--- config.mk ---
export PLATFORM = sky130hd
export DESIGN_NAME = io_irq_flat
export DESIGN_NICKNAME = d
export VERILOG_FILES = /design/src/rtl/io_irq_if.sv /design/src/rtl/io_irq.sv /design/src/flat_wrapper.sv
export SDC_FILE = /design/constraint.sdc
export NUM_CORES = 1
export LEC_CHECK = 0
export CAP_MARGIN = 30
export CORE_ASPECT_RATIO = 0.6
export CORE_MARGIN = 2
export CORE_UTILIZATION = 34
export CTS_BUF_LIST = sky130_fd_sc_hd__clkbuf_8
export DETAILED_ROUTE_END_ITERATION = 8
export SLEW_MARGIN = 20
export SYNTH_ARGS = -nofsm -noshare
export SYNTH_HDL_FRONTEND = slang
export SYNTH_SLANG_ARGS = --single-unit
--- constraint.sdc ---
create_clock -name clock -period 7.1 [get_ports clock]
set_input_delay 2.13 -clock clock [delete_from_list [all_inputs] [get_ports clock]]
set_output_delay 2.13 -clock clock [all_outputs]
set_load 0.02 [all_outputs]
--- src/rtl/io_irq_if.sv ---
// CPU-side connection of io_irq: the I/O port bus shared with the port decoder,
// the peripheral event pulses and the request/acknowledge/return handshake.
interface io_irq_if;
    logic [15:0] a;
    logic [7:0]  o;
    logic        r;
    logic        w;
    logic [7:0]  p;
    logic [2:0]  ev;
    logic        irq;
    logic [1:0]  vect;
    logic        ack;
    logic        reti;

    modport master (output a, o, r, w, ev, ack, reti, input p, irq, vect);
    modport slave  (input a, o, r, w, ev, ack, reti, output p, irq, vect);
endinterface

--- src/rtl/io_irq.sv ---
// Four-source fixed-priority interrupt controller on the AVR I/O port space
// (IMASK 23h, IPEND 24h, ICTRL 25h) with a 100 Hz internal tick as source 0.
module io_irq #(
    parameter int unsigned TICK_DIV = 250000
) (
    input logic      clock,
    input logic      reset_n,
    io_irq_if.slave  bus
);
    localparam logic [15:0] A_IMASK   = 16'h0023;
    localparam logic [15:0] A_IPEND   = 16'h0024;
    localparam logic [15:0] A_ICTRL   = 16'h0025;
    localparam logic [17:0] TICK_LAST = 18'(TICK_DIV - 1);

    typedef enum logic [1:0] {
        S_IDLE = 2'd0,
        S_REQ  = 2'd1,
        S_SERV = 2'd2
    } state_t;

    state_t      state_q, state_d;
    logic [17:0] tick_q, tick_d;
    logic [3:0]  mask_q, mask_d;
    logic [3:0]  pend_q, pend_d;
    logic        en_q, en_d;
    logic [1:0]  vect_q, vect_d;
    logic        irq_q, irq_d;

    logic        tick_wrap;
    logic [3:0]  cand;
    logic [1:0]  sel;
    logic        withdraw;
    logic [3:0]  sw_clr;
    logic [3:0]  ack_clr;
    logic        wr_mask, wr_pend, wr_ctrl;
    logic        unused_bus;

    // The read strobe is not needed: reads are side-effect free and p decodes a alone.
    assign unused_bus = ^{bus.r, bus.o[7:4]};

    assign tick_wrap = (tick_q == TICK_LAST);
    assign tick_d    = tick_wrap ? '0 : tick_q + 18'd1;

    assign wr_mask = bus.w && (bus.a == A_IMASK);
    assign wr_pend = bus.w && (bus.a == A_IPEND);
    assign wr_ctrl = bus.w && (bus.a == A_ICTRL);

    assign cand     = pend_q & mask_q & {4{en_q}};
    assign withdraw = !pend_q[vect_q] || !mask_q[vect_q] || !en_q;

    always_comb begin
        sel = 2'd3;
        if (cand[0])      sel = 2'd0;
        else if (cand[1]) sel = 2'd1;
        else if (cand[2]) sel = 2'd2;
    end

    always_comb begin
        state_d = state_q;
        vect_d  = vect_q;
        ack_clr = '0;
        case (state_q)
            S_IDLE: begin
                if (cand != 4'd0) begin
                    state_d = S_REQ;
                    vect_d  = sel;
                end
            end
            S_REQ: begin
                // A vanished request wins over an acknowledge in the same cycle.
                if (withdraw) begin
                    state_d = S_IDLE;
                end else if (bus.ack) begin
                    state_d = S_SERV;
                    ack_clr = 4'b0001 << vect_q;
                end
            end
            S_SERV: begin
                if (bus.reti) state_d = S_IDLE;
            end
            default: state_d = S_IDLE;
        endcase
    end

    assign irq_d  = (state_d == S_REQ);
    assign sw_clr = wr_pend ? bus.o[3:0] : 4'd0;
    // New events are ORed in after the clears so a coincident event always survives.
    assign pend_d = (pend_q & ~(sw_clr | ack_clr)) | {bus.ev, tick_wrap};
    assign mask_d = wr_mask ? bus.o[3:0] : mask_q;
    assign en_d   = wr_ctrl ? bus.o[0] : en_q;

    always_ff @(posedge clock or negedge reset_n) begin
        if (!reset_n) begin
            state_q <= S_IDLE;
            tick_q  <= '0;
            mask_q  <= '0;
            pend_q  <= '0;
            en_q    <= 1'b0;
            vect_q  <= '0;
            irq_q   <= 1'b0;
        end else begin
            state_q <= state_d;
            tick_q  <= tick_d;
            mask_q  <= mask_d;
            pend_q  <= pend_d;
            en_q    <= en_d;
            vect_q  <= vect_d;
            irq_q   <= irq_d;
        end
    end

    always_comb begin
        bus.p = 8'h00;
        case (bus.a)
            A_IMASK: bus.p = {4'h0, mask_q};
            A_IPEND: bus.p = {4'h0, pend_q};
            A_ICTRL: bus.p = {(state_q == S_SERV), 6'b000000, en_q};
            default: bus.p = 8'h00;
        endcase
    end

    assign bus.irq  = irq_q;
    assign bus.vect = vect_q;
endmodule
--- src/flat_wrapper.sv ---
// flat-port wrapper written by rule: the top's interface ports become plain ports
module io_irq_flat 
#(
    parameter int unsigned TICK_DIV = 250000
)
  (clock, reset_n, bus_a, bus_o, bus_r, bus_w, bus_ev, bus_ack, bus_reti, bus_p, bus_irq, bus_vect);
  io_irq_if bus_i ();
  input logic clock;
  input logic reset_n;
  input wire logic [$bits(bus_i.a)-1:0] bus_a;
  input wire logic [$bits(bus_i.o)-1:0] bus_o;
  input wire logic [$bits(bus_i.r)-1:0] bus_r;
  input wire logic [$bits(bus_i.w)-1:0] bus_w;
  input wire logic [$bits(bus_i.ev)-1:0] bus_ev;
  input wire logic [$bits(bus_i.ack)-1:0] bus_ack;
  input wire logic [$bits(bus_i.reti)-1:0] bus_reti;
  output wire logic [$bits(bus_i.p)-1:0] bus_p;
  output wire logic [$bits(bus_i.irq)-1:0] bus_irq;
  output wire logic [$bits(bus_i.vect)-1:0] bus_vect;
  assign bus_i.a = bus_a;
  assign bus_i.o = bus_o;
  assign bus_i.r = bus_r;
  assign bus_i.w = bus_w;
  assign bus_i.ev = bus_ev;
  assign bus_i.ack = bus_ack;
  assign bus_i.reti = bus_reti;
  assign bus_p = bus_i.p;
  assign bus_irq = bus_i.irq;
  assign bus_vect = bus_i.vect;
  io_irq #(.TICK_DIV(TICK_DIV)) u_core (.clock(clock), .reset_n(reset_n), .bus(bus_i));
endmodule
==> metrics.txt <==
EDFF count, synth=0; Final nets=249; io pins=44; Routed Antenna Nets=0; final setup TNS=0 ns; # placed instances=274; peak supply drop=0.0765 mV; Placement Rows=20; cell taking the most area after synthesis=dfrtp_1; most common cell in the netlist=dfrtp_1; Mapped Cells=175; vias in the first global route=1231; worst skew pair latency=0.28 ns; ys async rst share=100%; synth top area cells=dfrtp_1 46%, xnor2_1 4.1%, nor2_1 3.7%; Hold Path Class=flip-flop to flip-flop; pwr dens=168 nW/um2; Reg2Reg Depth=5; # Post-CTS Setup Buffers=0; worst endpoint data arrival time=4.51 ns; dpl hpwl=2.93 mm; status=finished, final reports clean; RSZ-0062 raised after global routing=no; Worst path most repeated cell=clkdlybuf4s50_1; Initial DRC Count=51; Finished Cell Area=2250 um2; DRC=0; H-tree depth=2; Final Hold Fails=0; Setup crit end kind=primary output; Die ar.=5690 um2; First-pass DRT Iterations=4; critical path required time=4.97 ns; DR vias=1384; Clock Pin Slew Worst Setup and Hold Paths=0.07 ns; diode count=0; flops & latches, synth=32; Synth cell types=45; final setup violation count=0; Core Util, Final=45.1%; Syn Area/Cell=9.88 um2; Layout Skew=0.00837 ns; Mapped Area=1730 um2; min Tclk post-route=6.64 ns; Wirelength per Cell=13.3 um; Least-Margin Pin Slew=0.534 ns; initial core utilization=34.7%; total track usage=14.8%; slowest stage delay, CP=0.62 ns; post_cts resized=0; worst path cell trace=clkdlybuf4s50_1, nor4b_2, nand4_2, nor3_1, a22o_1, clkdlybuf4s50_1; Critical Path Start Type=input pin; post-synth top area share=46.3%; initial antenna violation count=0; Placed Area=2140 um2; hold_buf cts=0; YS warnings=0; Pleak=0.916 nW; CTS buffer count=5; area grow syn2layout=30.0%; CTS tree=yes; Synth top cells by count=32 x dfrtp_1, 17 x nor2_1, 16 x nand2_1; Slew Viols, Final=0; total gr overflow=0; Root Buffer=clkbuf_8; Via density=4.91; Die Ht=59.2 um; Fmax=0.151 GHz; Die W=96.1 um; IO Port Bufs=35; global placement routability congestion=0.788; Worst path slowest cell=clkdlybuf4s50_1; Most used DFF post-synth=dfrtp_1; CP Max Fanout=7; non-filler cells, final=282; largest net degree at the start of global routing=33; Max-Cap Viols=0; fraction of the cycle the final worst path needs=93.5%; sequential area share after synthesis=46.3%; WHS Path Cells=1; first-pass GRT wire length=6.20 mm; layout cell share with drive strength beyond 1=10.6%; worst-case clock buffer depth=2; Detailed Route WL=3.75 mm; relative slew slack=64.1%; core area=4980 um2; Setup CP Type=input pin to primary output; clk sinks=32
[per-stage QoR]
step / setup WS [ns] / power (mW) / hold WS (ns)
final: 0.464 / 0.378 / 0.470
after global routing: 0.376 / 0.393 / 0.508
after CTS: 0.473 / 0.381 / 0.476
after detailed placement: 0.477 / 0.212 / 0.467
after global placement: 0.470 / 0.212 / 0.460
after floorplan: 1.56 / 0.192 / 0.439
[per-layer routing]
| metal | wire, um | GRT usage, % | vias up | share of wire (%) |
|---|---|---|---|---|
| met5 | 0 | 0 | - | 0 |
| met4 | 27 | 4.29 | 0 | 0.72 |
| met3 | 187 | 4.33 | 4 | 5.0 |
| met2 | 1360 | 17.2 | 31 | 36 |
| met1 | 2170 | 24.9 | 641 | 58 |
| li1 | - | - | 708 | - |
[logic make-up (layout without fill, tap and decap cells)]
family	after synthesis	in the layout	synth area share [%]
compound gates	27	27	10.5
flops	32	32	46.3
xor+xnor	13	13	6.58
simple gates	80	80	26.4
mux	9	9	5.57
other cells	1	3	0.217
fa+ha+maj	1	1	0.723
buf+inv	12	51	3.69
[flip-flops by register name, indices dropped and copies added, names as in the netlist]
| register | cells |
|---|---|
| u_core.en_q | 1 |
| u_core.tick_q | 18 |
| u_core.mask_q | 4 |
| u_core.state_q | 2 |
| u_core.pend_q | 4 |
| u_core.bus.irq | 1 |
| u_core.bus.vect | 2 |
[placed cells by master (no fill, tap or decap), types with 2 or more instances in the layout]
cell type / count
clkdlybuf4s50_1: 35
nand4_1: 4
nand3_1: 12
nor2_1: 17
clkbuf_8: 5
or4_4: 2
a21oi_1: 6
nor2b_1: 2
or3_1: 3
nand2b_1: 2
a21boi_0: 2
xor2_1: 5
o211ai_1: 2
mux2i_1: 4
nor4_1: 6
inv_1: 8
conb_1: 3
a22o_1: 3
o21ai_0: 5
dfrtp_1: 32
o22ai_1: 2
nand2_1: 16
mux2_2: 5
nor3_1: 5
xnor2_1: 8
[path summary, 6_finish.rpt]
path | start | end | slack (ns)
setup / recovery | bus_a[4] | bus_p[2] | 0.46
hold / removal | u_core.tick_q[16]$_DFF_PN0_ | u_core.tick_q[16]$_DFF_PN0_ | 0.47
setup reg to reg | u_core.tick_q[0]$_DFF_PN0_ | u_core.tick_q[7]$_DFF_PN0_ | 5.33
hold reg to reg | u_core.tick_q[16]$_DFF_PN0_ | u_core.tick_q[16]$_DFF_PN0_ | 0.47
max in group asynchronous | reset_n | u_core.tick_q[13]$_DFF_PN0_ | 4.56
min in group asynchronous | reset_n | u_core.mask_q[2]$_DFFE_PN0P_ | 2.23
[layout make-up]
cell class / count / area [um2]
Tap cell: 66 / 82.6
Timing Repair Buffer: 36 / 358
Multi-Input combinational cell: 133 / 872
Inverter: 7 / 26.3
Clock buffer: 5 / 68.8
Fill cell: 490 / 2730
Sequential cell: 32 / 801
Clock inverter: 3 / 38.8
[report_power, final]
group          internal, mW  switching (mW)  leakage (nW)  total (mW)
registers             0.182       0.0000175         0.412       0.182
logic                0.0150          0.0112         0.444      0.0263
clock network         0.103          0.0669        0.0593       0.170
total                 0.300          0.0781         0.916       0.378
[critical path: cells and delay by family]
| family | cells | cell delay (ns) |
|---|---|---|
| buffers and inverters | 2 | 1.03 |
| AND/OR/NAND/NOR | 3 | 1.13 |
| AO/OA/AOI/OAI | 1 | 0.22 |
Note: power is estimated with default switching activity, not from simulation.
